--- config.mk ---
export PLATFORM = sky130hd
export DESIGN_NAME = stall_hs_multi
export DESIGN_NICKNAME = d
export VERILOG_FILES = /design/src/rtl/stall_hs_multi.sv
export SDC_FILE = /design/constraint.sdc
export NUM_CORES = 1
export LEC_CHECK = 0
export CELL_PAD_IN_SITES_DETAIL_PLACEMENT = 0
export CELL_PAD_IN_SITES_GLOBAL_PLACEMENT = 2
export CORE_ASPECT_RATIO = 0.9
export CORE_MARGIN = 2
export CORE_UTILIZATION = 38
export DETAILED_ROUTE_END_ITERATION = 10
export DONT_BUFFER_PORTS = 1
export GPL_TIMING_DRIVEN = 0
export PLACE_DENSITY = 0.81
export RECOVER_POWER = 50
export SYNTH_ARGS = -nofsm -noshare
export SYNTH_HDL_FRONTEND = slang
export SYNTH_SLANG_ARGS = --single-unit
--- constraint.sdc ---
create_clock -name lclk -period 2 [get_ports lclk]
set_input_delay 0.3 -clock lclk [delete_from_list [all_inputs] [get_ports lclk]]
set_output_delay 0.3 -clock lclk [all_outputs]
set_load 0.02 [all_outputs]
--- src/rtl/stall_hs_multi.sv ---
// Multi-channel stall request/acknowledge handshake controller with timeout and abort.
// Latency: first request is registered one cycle after start; done/timeout pulse one cycle after the deciding edge.
// Backpressure: none; start is only sampled in IDLE and ignored otherwise, acks are level-sampled every cycle.
//
// Ports:
//   lclk, sys_rst        clock, asynchronous active-low reset
//   i_stall_start        level start request, sampled in IDLE only
//   i_stall_abort        abandon the handshake in progress (no done/timeout pulse)
//   i_ch_en              channels taking part, latched at start
//   i_lp_stallack        per-channel stall acknowledge
//   o_pl_stallreq        per-channel stall request (registered)
//   o_stall_done         one-cycle pulse on successful completion
//   o_stall_timeout      one-cycle pulse on timeout
//   o_busy               high whenever the FSM is not IDLE
//   o_ack_mask           sticky record of enabled channels that acknowledged this handshake
module stall_hs_multi #(
    parameter int unsigned NUM_CH  = 2,
    parameter int unsigned TMO_W   = 8,
    parameter int unsigned TMO_MAX = 200
) (
    input  logic              lclk,
    input  logic              sys_rst,
    input  logic              i_stall_start,
    input  logic              i_stall_abort,
    input  logic [NUM_CH-1:0] i_ch_en,
    input  logic [NUM_CH-1:0] i_lp_stallack,
    output logic [NUM_CH-1:0] o_pl_stallreq,
    output logic              o_stall_done,
    output logic              o_stall_timeout,
    output logic              o_busy,
    output logic [NUM_CH-1:0] o_ack_mask
);

    typedef enum logic [1:0] {
        IDLE        = 2'd0,
        REQ         = 2'd1,
        ACK_RELEASE = 2'd2
    } state_t;

    // The counter is cleared on entry to REQ, so it holds TMO_MAX-1 in the
    // cycle whose closing edge takes it to TMO_MAX; that edge fires the timeout.
    localparam logic [TMO_W-1:0] TMO_LAST = TMO_W'(TMO_MAX - 1);

    state_t            state;
    state_t            state_nxt;
    logic [NUM_CH-1:0] en_mask;
    logic [NUM_CH-1:0] en_mask_nxt;
    logic [NUM_CH-1:0] ack_mask_nxt;
    logic [NUM_CH-1:0] stallreq_nxt;
    logic [TMO_W-1:0]  cnt;
    logic [TMO_W-1:0]  cnt_nxt;
    logic              done_nxt;
    logic              timeout_nxt;

    logic [NUM_CH-1:0] ack_live;
    logic [NUM_CH-1:0] ack_acc;
    logic              start_ok;
    logic              tmo_hit;

    // Acks on channels outside en_mask never contribute anywhere.
    assign ack_live = i_lp_stallack & en_mask;
    // Includes this cycle's acks so the last ack completes REQ on the same edge.
    assign ack_acc  = o_ack_mask | ack_live;
    // Refuse to start while any participating channel is still acknowledging
    // from a previous handshake.
    assign start_ok = i_stall_start && (|i_ch_en) && ((i_lp_stallack & i_ch_en) == '0);
    assign tmo_hit  = (cnt == TMO_LAST);
    assign o_busy   = (state != IDLE);

    // State and datapath registers
    always_ff @(posedge lclk or negedge sys_rst) begin
        if (!sys_rst) begin
            state           <= IDLE;
            en_mask         <= '0;
            o_ack_mask      <= '0;
            cnt             <= '0;
            o_pl_stallreq   <= '0;
            o_stall_done    <= 1'b0;
            o_stall_timeout <= 1'b0;
        end else begin
            state           <= state_nxt;
            en_mask         <= en_mask_nxt;
            o_ack_mask      <= ack_mask_nxt;
            cnt             <= cnt_nxt;
            o_pl_stallreq   <= stallreq_nxt;
            o_stall_done    <= done_nxt;
            o_stall_timeout <= timeout_nxt;
        end
    end

    // Next-state logic; priority is abort > release completion > timeout.
    always_comb begin
        state_nxt = state;
        case (state)
            IDLE: begin
                if (start_ok) state_nxt = REQ;
            end
            REQ: begin
                if (i_stall_abort)          state_nxt = IDLE;
                else if (tmo_hit)           state_nxt = IDLE;
                else if (ack_acc == en_mask) state_nxt = ACK_RELEASE;
            end
            ACK_RELEASE: begin
                if (i_stall_abort)          state_nxt = IDLE;
                else if (ack_live == '0)    state_nxt = IDLE;
                else if (tmo_hit)           state_nxt = IDLE;
            end
            default: state_nxt = IDLE;
        endcase
    end

    // Next values of the registered outputs and datapath
    always_comb begin
        en_mask_nxt  = en_mask;
        ack_mask_nxt = o_ack_mask;
        cnt_nxt      = cnt;
        stallreq_nxt = '0;
        done_nxt     = 1'b0;
        timeout_nxt  = 1'b0;
        case (state)
            IDLE: begin
                if (start_ok) begin
                    en_mask_nxt  = i_ch_en;
                    ack_mask_nxt = '0;
                    cnt_nxt      = '0;
                    stallreq_nxt = i_ch_en;
                end
            end
            REQ: begin
                cnt_nxt      = cnt + TMO_W'(1);
                ack_mask_nxt = ack_acc;
                timeout_nxt  = !i_stall_abort && tmo_hit;
                if (state_nxt == REQ) stallreq_nxt = en_mask & ~ack_acc;
            end
            ACK_RELEASE: begin
                cnt_nxt     = cnt + TMO_W'(1);
                done_nxt    = !i_stall_abort && (ack_live == '0);
                timeout_nxt = !i_stall_abort && (ack_live != '0) && tmo_hit;
            end
            default: ;
        endcase
    end

endmodule

==> results.md, run 1 <==
* Die area at 0.003136 mm^2
* Hold worst-path end: o_stall_done$_DFF_PN0_
* Asr flop ratio synth at 100.0%
* Pwr Density at 1239 mW/mm^2
* Xor/xnor cell area share of the yosys netlist at 1.705%
* Syn Nets at 121
* Count of flip-flops with a built-in enable after synthesis at 0
* Register area share after synthesis at 43.85%
* VDD IR max at 0.0007045 V
* GP Congestion at 0.7227
* DR WL/cell at 15.33 um
* Total track usage at 16.43%
* Hold crit path type: input pin to register
* FF-to-FF End: o_pl_stallreq[0]$_DFF_PN0_
* CTS HTree Levels at 1
* Max_cap viols at 0
* CP startpoint kind: register
* Clk slew on worst S/H paths at 100 ps
* CTS max path bufs at 2
* Setup-failing EPs final at 0
* First-pass GRT wire length at 3.774 mm
* Die X at 58.81 um
* Hold path cells at 1
* Arrival time at the worst endpoint at 2120 ps
* Worst relative slew slack at 46.32%
* Initial Utilization at 40.93%
* Met3 usage at 4.645%
* Total power draw at 0.001445 W
* Compound-Gate Fraction of Synth Area at 23.26%
* TritonCTS clock tree: yes
* Vias at 808
* Height of the die at 53.33 um
* Outcome: complete, but fails checks
* Max-slew violations at 0
* Fill cell count at 254
* Clock Skew at 1.059 ps
* Share of cells above drive strength 1 at 17.54%
* Post-synthesis instance total at 106
* Multi-input logic area at 578.1 um^2
* GR met2 Demand/Resource at 23.52%
* Path depth of the worst reg2reg path at 7
* Drt pass-1 iters at 7
* Register area at 454.2 um^2
* Antenna Nets Post-Route at 0
* Detail Placement HPWL at 1.590 mm
* Setup TNS at 0 ps
* Crit path required time at 2230 ps
* CTS Sinks at 18
* Worst-Skew Late Latency at 300 ps
* Mapped Area at 0.001027 mm^2
* Final worst-path cycle share at 94.38%
* Slew @ Worst Pin at 802.6 ps
* Num ports at 15
* Vias in the first global route at 773
* Start point of the worst hold path: i_stall_abort
* Simple-Gate Fraction of Synth Area at 19.98%
* Synth unique cells at 35
* Largest net degree at the start of global routing at 19
* Initial antenna violation count at 0
* Failing checks: DRC
* Crit path max fanout at 3
* CP Class: register to register
* GRT overflow at 0
* Row Count at 17
* Port Buf Inserts at 0
* Final Hold Vio Count at 0
* Gr busiest metal: met2
* Main combinational cell family by area after synthesis: compound AO/OA/AOI/OAI gates
* Antenna cell count at 0
* Flop-to-flop setup slack at 110 ps
* FF-to-FF Start: o_ack_mask[1]$_DFFE_PN0P_
* Critical Path Start: o_ack_mask[1]$_DFFE_PN0P_
* Multiplexer share of the synthesized area at 0%
* Grt met1 use at 23.33%
* Final min period at 1888 ps
* Yosys reg bits at 18
* Vias per inst at 5.690
* Synth warn at 0
* Post-Synth Adder-Cell Area at 8.526%
* DR DRC count at 1
* Syn avg cell area at 9.691 um^2
* Layout net count at 130
* DRT iter0 DRCs at 30
* Drt total wl at 2.177 mm
* Area of the core at 0.002510 mm^2
* Synth-to-layout area growth at 13.52%
* Leakage at 0.4999 nW
* CP Capture Type: register
* Clock Tree Root: clkbuf_4
* F_max at 0.5298 GHz
* Predominant post-synthesis flop cell: dfrtp_1
* Clock buffer count from CTS at 3
-- cell usage after synthesis (2+ instances only) --
library cell | number | share of area (%)
dfrtp_1 | 18 | 44
nand2_1 | 17 | 6.2
a21oi_1 | 8 | 3.9
ha_1 | 7 | 8.5
inv_1 | 6 | 2.2
nor2_1 | 6 | 2.2
a211oi_1 | 4 | 2.9
o21ai_0 | 4 | 1.9
nand3_1 | 3 | 1.5
o31ai_1 | 3 | 2.2
or4_1 | 3 | 2.2
nand3b_1 | 2 | 1.5
o211ai_1 | 2 | 1.5
xnor2_1 | 2 | 1.7
-- metrics by stage --
stage | cells | utilization, % | hold WS, ps | worst slack (ps) | cell area, um^2
4_1_cts | 140 | 44.67 | 48.88 | 24.87 | 1121
3_3_place_gp | 134 | 42.32 | 4.792 | -23.25 | 1062
3_5_place_dp | 134 | 42.32 | 4.804 | -54.83 | 1062
5_1_grt | 142 | 46.46 | 36.39 | -23.85 | 1166
2_1_floorplan | 106 | - | 4.409 | 162.0 | 1027
6_report | 142 | 46.46 | 59.01 | 112.4 | 1166
-- how the worst max path moves through the flow --
stage | endpoint | slack, ps | cells after the start
2_1_floorplan | cnt[6]$_DFFE_PN0P_ | 160 | 6
3_3_place_gp | cnt[6]$_DFFE_PN0P_ | -20 | 6
3_5_place_dp | cnt[6]$_DFFE_PN0P_ | -50 | 6
4_1_cts | cnt[6]$_DFFE_PN0P_ | 20 | 6
5_1_grt | o_pl_stallreq[0]$_DFF_PN0_ | -20 | 7
6_report | o_pl_stallreq[0]$_DFF_PN0_ | 110 | 7
-- what timing repair did --
item	in CTS	in global routing
pin swaps	1	0
resized for setup	3	6
setup endpoints to repair	4	5
buffers inserted	1	3
hold buffers	1	0
endpoints found under the hold margin	18	0
-- cell type report --
class	count	area share, %
clock buffer	4	3.112
inverter	6	1.931
multi-input combinational	81	49.57
sequential	18	38.95
tap	28	3.004
timing repair buffer	5	3.433
-- layout by cell type, fill, tap and decap left out, types with 2 or more instances in the layout --
cell      count
nand3b_1      2
clkbuf_4      3
nand2_1      17
ha_1          6
inv_1         6
o211ai_1      2
dfrtp_1      15
o21ai_0       3
buf_4         4
xnor2_1       2
dfrtp_2       3
a211oi_1      4
o31ai_1       3
a21oi_1       7
nor2_1        6
nand3_1       3
or4_1         3
-- power breakdown --
part / switching (W) / total [W] / internal, W
Combinational: 0.000376 / 0.000651 / 0.000275
Clock: 0.000117 / 0.000228 / 0.000111
Sequential: 0.000116 / 0.000566 / 0.000450
Total: 0.000609 / 0.00145 / 0.000836
-- state kept, by name, summed over array words and instances, names as in the netlist --
| register | flops |
|---|---|
| cnt | 8 |
| en_mask | 2 |
| o_ack_mask | 2 |
| o_pl_stallreq | 2 |
| state | 2 |
| o_stall_done | 1 |
| o_stall_timeout | 1 |
-- layer usage --
metal | part of all wire [%] | up-vias
met5 | 0 | -
met2 | 41 | 19
met4 | 1.1 | 0
met3 | 5.6 | 4
met1 | 52 | 379
li1 | - | 406
-- critical path, cell delays in order, from the launching register on --
cell,delay (ps)
dfrtp_2,480
a21oi_1,170
ha_1,270
a21oi_1,140
a211oi_1,80
a311oi_2,320
o2111ai_2,200
o21ai_0,170
-- cells by family (layout without fill, tap and decap cells) --
kind of cell / count (synthesis) / in the layout
AO/OA/AOI/OAI: 33 / 33
XOR/XNOR: 2 / 2
adder cells (fa/ha/maj): 7 / 7
buffers and inverters: 7 / 15
flip-flops: 18 / 18
AND/OR/NAND/NOR: 39 / 39
Power figures use the tool's default switching activity.
==> run 2: changes to the inputs <==
- CORE_ASPECT_RATIO: 0.9 -> default
- GPL_TIMING_DRIVEN: 0 -> default
==> run 2 against run 1 <==
  * The flow now finishes without violations
  * Critical path depth unchanged
  * Clock power about the same
  * Fmax increased by 1.8%
  * Highest routed layer unchanged
==> results.md, run 2 (synthesis results as in run 1) <==
* CP startpoint kind: register
* Final cell utilization of the core at 46.53% (+0.067 points)
* CP Capture Type: register
* Largest net degree at the start of global routing at 19 (unchanged)
* Final min period at 1854 ps (-33.52 ps)
* Fin cells at 147 (+3.5%)
* Max-slew violations at 0 (unchanged)
* Drt pass-1 iters at 4 (-3)
* Slew @ Worst Pin at 843.8 ps (+41.23 ps)
* Vias at 812 (+0.50%)
* Post-Place Cells at 142 (+6.0%)
* Final worst-path cycle share at 92.71% (-1.7 points)
* DR DRC count at 0 (-1)
* Port Buf Inserts at 0 (unchanged)
* Area of the core at 0.002522 mm^2 (+0.50%)
* Antenna Nets Post-Route at 0 (unchanged)
* Initial Utilization at 40.72% (-0.20 points)
* DR WL/cell at 15.12 um (-1.4%)
* Clock buffer count from CTS at 3 (unchanged)
* Hold path cells at 1 (unchanged)
* Die area at 0.003135 mm^2 (about the same)
* Post-Route M1 WL at 1.126 mm (-0.44%)
* Pwr Density at 1203 mW/mm^2 (-3.0%)
* Share of cells above drive strength 1 at 16.24% (-1.3 points)
* Setup TNS at 0 ps (unchanged)
* CTS HTree Levels at 1 (unchanged)
* DRT iter0 DRCs at 18 (-40%)
* Register area at 450.4 um^2 (-0.83%)
* RSZ-0062 raised after global routing: false
* F_max at 0.5393 GHz (+1.8%)
* CP Class: register to register
* Flip-flop count of the largest register after layout at 8 (unchanged)
* GP Congestion at 0.7915 (+9.5%)
* Leakage at 0.5075 nW (+1.5%)
* GRT overflow at 0 (unchanged)
* Outcome: finished clean
* Multi-input logic area at 571.8 um^2 (-1.1%)
* Commonest non-fill, non-tap cell in the layout: dfrtp_1
* Initial antenna violation count at 0 (unchanged)
* Arrival time at the worst endpoint at 2070 ps (-50 ps)
* Die X at 55.99 um (-4.8%)
* Total track usage at 15.43% (-1.0 points)
* Crit path required time at 2220 ps (about the same)
* TritonCTS clock tree: yes
* Crit path max fanout at 5 (+2)
* Synth-to-layout area growth at 14.25%
* Met3 Wirelength at 85 um (-30%)
* Top layer in use: met4
* Num ports at 15 (unchanged)
* Drt total wl at 2.222 mm (+2.1%)
* First-pass GRT wire length at 3.829 mm (+1.5%)
* Max_cap viols at 0 (unchanged)
* Vias in the first global route at 821 (+6.2%)
* Height of the die at 55.99 um (+5.0%)
* Largest Register: cnt
* Met2 WL at 992 um (+10%)
* Setup-failing EPs final at 0 (unchanged)
* Worst relative slew slack at 43.56% (-2.8 points)
* Vias per inst at 5.524 (-2.9%)
* CTS Sinks at 18 (unchanged)
* Detail Placement HPWL at 1.696 mm (+6.6%)
* Final Hold Vio Count at 0 (unchanged)
* Clock Skew at 1.310 ps (+0.2504 ps)
* Most frequent cells in the layout: 18 x dfrtp_1, 17 x nand2_1
* VDD IR max at 0.0005809 V (-18%)
* Clock Tree Root: clkbuf_4
* Layout net count at 133 (+2.3%)
* Worst-Skew Late Latency at 290 ps (about the same)
* Clk slew on worst S/H paths at 110 ps (about the same)
* Hold crit path type: input pin to register
* Antenna cell count at 0 (unchanged)
* Fill cell count at 247 (-2.8%)
* Row Count at 18 (+1)
* Path depth of the worst reg2reg path at 7 (unchanged)
* CTS max path bufs at 2 (unchanged)
[run 2: metal layers]
| layer | up-vias | global-route usage (%) |
|---|---|---|
| met5 | - | 0 |
| met1 | 387 | 21.65 |
| met3 | 2 | 3.953 |
| li1 | 415 | - |
| met2 | 8 | 22.52 |
| met4 | 0 | 6.122 |
[run 2: where the power goes]
part	switching, W	internal, W	leakage [nW]
clock	0.000117	0.000111	0.0210
combinational	0.000387	0.000250	0.243
sequential	0.0000999	0.000446	0.244
total	0.000604	0.000807	0.508
[run 2: layout make-up]
| cell class | count | area share, % |
|---|---|---|
| timing repair buffer | 8 | 4.691 |
| clock buffer | 4 | 3.092 |
| multi-input combinational | 81 | 48.72 |
| sequential | 18 | 38.38 |
| inverter | 6 | 1.919 |
| tap | 30 | 3.198 |
[run 2: repair_timing]
item / CTS / global route
resized for setup: 0 / 5
endpoints found under the setup margin: 0 / 2
hold buffers: 1 / 0
endpoints found under the hold margin: 18 / 0
buffers inserted: 0 / 0
[run 2: final timing paths]
kind	to	slack, ps	from
hold reg to reg	o_ack_mask[0]$_DFFE_PN0P_	570	o_ack_mask[0]$_DFFE_PN0P_
max in group asynchronous	cnt[2]$_DFFE_PN0P_	940	sys_rst
setup / recovery	o_pl_stallreq[0]$_DFF_PN0_	150	en_mask[0]$_DFFE_PN0P_
setup reg to reg	o_pl_stallreq[0]$_DFF_PN0_	150	en_mask[0]$_DFFE_PN0P_
min in group asynchronous	o_pl_stallreq[0]$_DFF_PN0_	550	sys_rst
hold / removal	o_stall_done$_DFF_PN0_	60	i_stall_abort
[run 2: metrics by stage]
step | hold slack [ps] | setup WS, ps | area [um^2] | total power (W)
2_1_floorplan | 4.409 | 162.0 | 1027 | 0.0009639
3_3_place_gp | 4.795 | 34.50 | 1112 | 0.001154
3_5_place_dp | 4.814 | 47.73 | 1112 | 0.001160
4_1_cts | 54.55 | 18.86 | 1159 | 0.001398
5_1_grt | 48.42 | 4.947 | 1174 | 0.001528
6_report | 60.09 | 145.9 | 1174 | 0.001411
[run 2: critical path: stages (launching register included)]
cell	delay (ps)
dfrtp_1	460
a21oi_2	190
ha_1	260
a21oi_1	140
a211oi_1	70
a311oi_2	280
o2111ai_2	200
o21ai_0	190
==> run 3: changes to the inputs <==
- CORE_UTILIZATION: 38 -> 35
- PLACE_DENSITY: 0.81 -> 0.76
==> run 3 against run 2 <==
  * Flip-flop and latch count stayed put
  * Clock power is 23% lower
  * Wire length is 2.2% higher
  * Fmax is 0.44% higher
  * Core utilization is 4.8 points lower
  * Cell area is 1.2% lower
  * Global-route usage is 0.65 points lower
  * Clock skew is 4.2 ps higher
  * Worst setup slack better by 8.2 ps
  * Combinational power is 2% lower
  * Cell count stayed put
  * Critical path type unchanged
  * Critical endpoint is now o_pl_stallreq[1]$_DFF_PN0_
==> results.md, run 3 (synthesis results as in run 1) <==
* Setup TNS at 0 ps (unchanged)
* Slew @ Worst Pin at 858.4 ps (+14.52 ps)
* Most frequent cells in the layout: 18 x dfrtp_1, 17 x nand2_1, 7 x ha_1, 7 x buf_4
* Worst hold slack at 62.49 ps (+2.403 ps)
* GRT overflow at 0 (unchanged)
* DR DRC count at 0 (unchanged)
* Arrival time at the worst endpoint at 2050 ps (-20 ps)
* CP startpoint kind: register
* GP Congestion at 0.7892 (-0.29%)
* Layout net count at 133 (unchanged)
* Final instance area at 0.001160 mm^2 (-1.2%)
* RSZ-0062 raised after global routing: false
* CTS HTree Levels at 1 (unchanged)
* Commonest non-fill, non-tap cell in the layout: dfrtp_1
* Initial Utilization at 36.93% (-3.8 points)
* F_max at 0.5417 GHz (+0.44%)
* Vias in the first global route at 857 (+4.4%)
* Final Hold Vio Count at 0 (unchanged)
* Total track usage at 14.78% (-0.65 points)
* CP Class: register to register
* Crit path required time at 2200 ps (-20 ps)
* Clock Skew at 5.510 ps (+4.201 ps)
* Detail Placement HPWL at 1.750 mm (+3.2%)
* CTS max path bufs at 2 (unchanged)
* Die X at 58.18 um (+3.9%)
* VDD IR max at 0.0005558 V (-4.3%)
* DRT iter0 DRCs at 46 (+28)
* Synth-to-layout area growth at 12.91%
* Vias per inst at 5.639 (+2.1%)
* Flip-flop count of the largest register after layout at 8 (unchanged)
* Share of cells above drive strength 1 at 15.52% (-0.72 points)
* CTS Sinks at 18 (unchanged)
* Antenna Nets Post-Route at 0 (unchanged)
* Worst relative slew slack at 42.59% (-0.97 points)
* Height of the die at 58.18 um (+3.9%)
* Clk slew on worst S/H paths at 100 ps (about the same)
* Clock buffer count from CTS at 3 (unchanged)
* Final worst-path cycle share at 92.30% (-0.41 points)
* Largest Register: cnt
* Fin cells at 147 (unchanged)
* Max-slew violations at 0 (unchanged)
* Num ports at 15 (unchanged)
* Worst-Skew Late Latency at 290 ps (about the same)
* Outcome: finished clean
* Leakage at 0.5106 nW (+0.61%)
* Largest net degree at the start of global routing at 19 (unchanged)
* Final min period at 1846 ps (-8.159 ps)
* Placed cell area at 0.001114 mm^2 (+0.11%)
* Setup-failing EPs final at 0 (unchanged)
* TritonCTS clock tree: yes
* Max_cap viols at 0 (unchanged)
* Post-Place Cells at 143 (+0.70%)
* Pwr Density at 1162 mW/mm^2 (-3.3%)
* DR WL/cell at 15.45 um (+2.2%)
* Crit path max fanout at 6 (+1)
* Port Buf Inserts at 0 (unchanged)
* Vias at 829 (+2.1%)
* CP Capture Type: register
* Area of the core at 0.002781 mm^2 (+10%)
* Initial antenna violation count at 0 (unchanged)
* Antenna cell count at 0 (unchanged)
* Drt total wl at 2.271 mm (+2.2%)
* Clock Tree Root: clkbuf_4
* Row Count at 19 (+1)
* Die area at 0.003384 mm^2 (+8.0%)
* Hold crit path type: input pin to register
* First-pass GRT wire length at 3.815 mm (-0.37%)
* Drt pass-1 iters at 4 (unchanged)
## run 3: per-stage QoR
| step | setup slack (ps) | total power, W | util, % |
|---|---|---|---|
| after floorplan | 162.0 | 0.0009639 | - |
| after global placement | 24.71 | 0.001156 | 40.04 |
| after detailed placement | 35.15 | 0.001162 | 40.04 |
| after CTS | 15.13 | 0.001355 | 41.21 |
| after global routing | 6.338 | 0.001491 | 41.70 |
| final | 154.1 | 0.001348 | 41.70 |
## run 3: final timing paths
check / slack [ps] / end / start / cells after the start
min reg2reg: 570 / cnt[7]$_DFFE_PN0P_ / cnt[7]$_DFFE_PN0P_ / 2
min in group asynchronous: 550 / en_mask[0]$_DFFE_PN0P_ / sys_rst / 1
max reg2reg: 150 / o_pl_stallreq[1]$_DFF_PN0_ / cnt[0]$_DFFE_PN0P_ / 6
max: 150 / o_pl_stallreq[1]$_DFF_PN0_ / cnt[0]$_DFFE_PN0P_ / 6
max in group asynchronous: 910 / cnt[5]$_DFFE_PN0P_ / sys_rst / 1
min: 60 / o_stall_done$_DFF_PN0_ / i_stall_abort / 1
## run 3: critical path, cell delays in order, from the launching register on
cell and delay (ps):
dfrtp_1 450, ha_1 280, and3b_1 240, a211oi_1 110, a311oi_2 290, o2111ai_1 200
o21ai_0 200
## run 3: metal layers
layer / wire, um / up-vias / global-route usage (%)
met5: 0 / - / 0
met4: 27 / 0 / 4.983
met2: 1115 / 14 / 24.84
met3: 89 / 4 / 3.125
met1: 1040 / 401 / 18.83
li1: - / 410 / -
## run 3: cell type report
type                            count  area [um^2]
Sequential cell                    18        450.4
Tap cell                           31        38.79
Multi-Input combinational cell     81        563.0
Clock buffer                        3        22.52
Timing Repair Buffer                8        62.56
Fill cell                         278         1622
Inverter                            6        22.52
## run 3: what timing repair did
item | in CTS | in global routing
setup endpoints to repair | 0 | 2
hold endpoints to repair | 18 | 0
gates resized for setup | 0 | 4
hold buffers | 1 | 0
setup buffers | 0 | 0
## run 3: where the power goes
| group | internal (W) | switching, W | total (W) |
|---|---|---|---|
| sequential | 0.000447 | 0.000101 | 0.000547 |
| clock | 0.0000700 | 0.000106 | 0.000176 |
| combinational | 0.000251 | 0.000374 | 0.000625 |
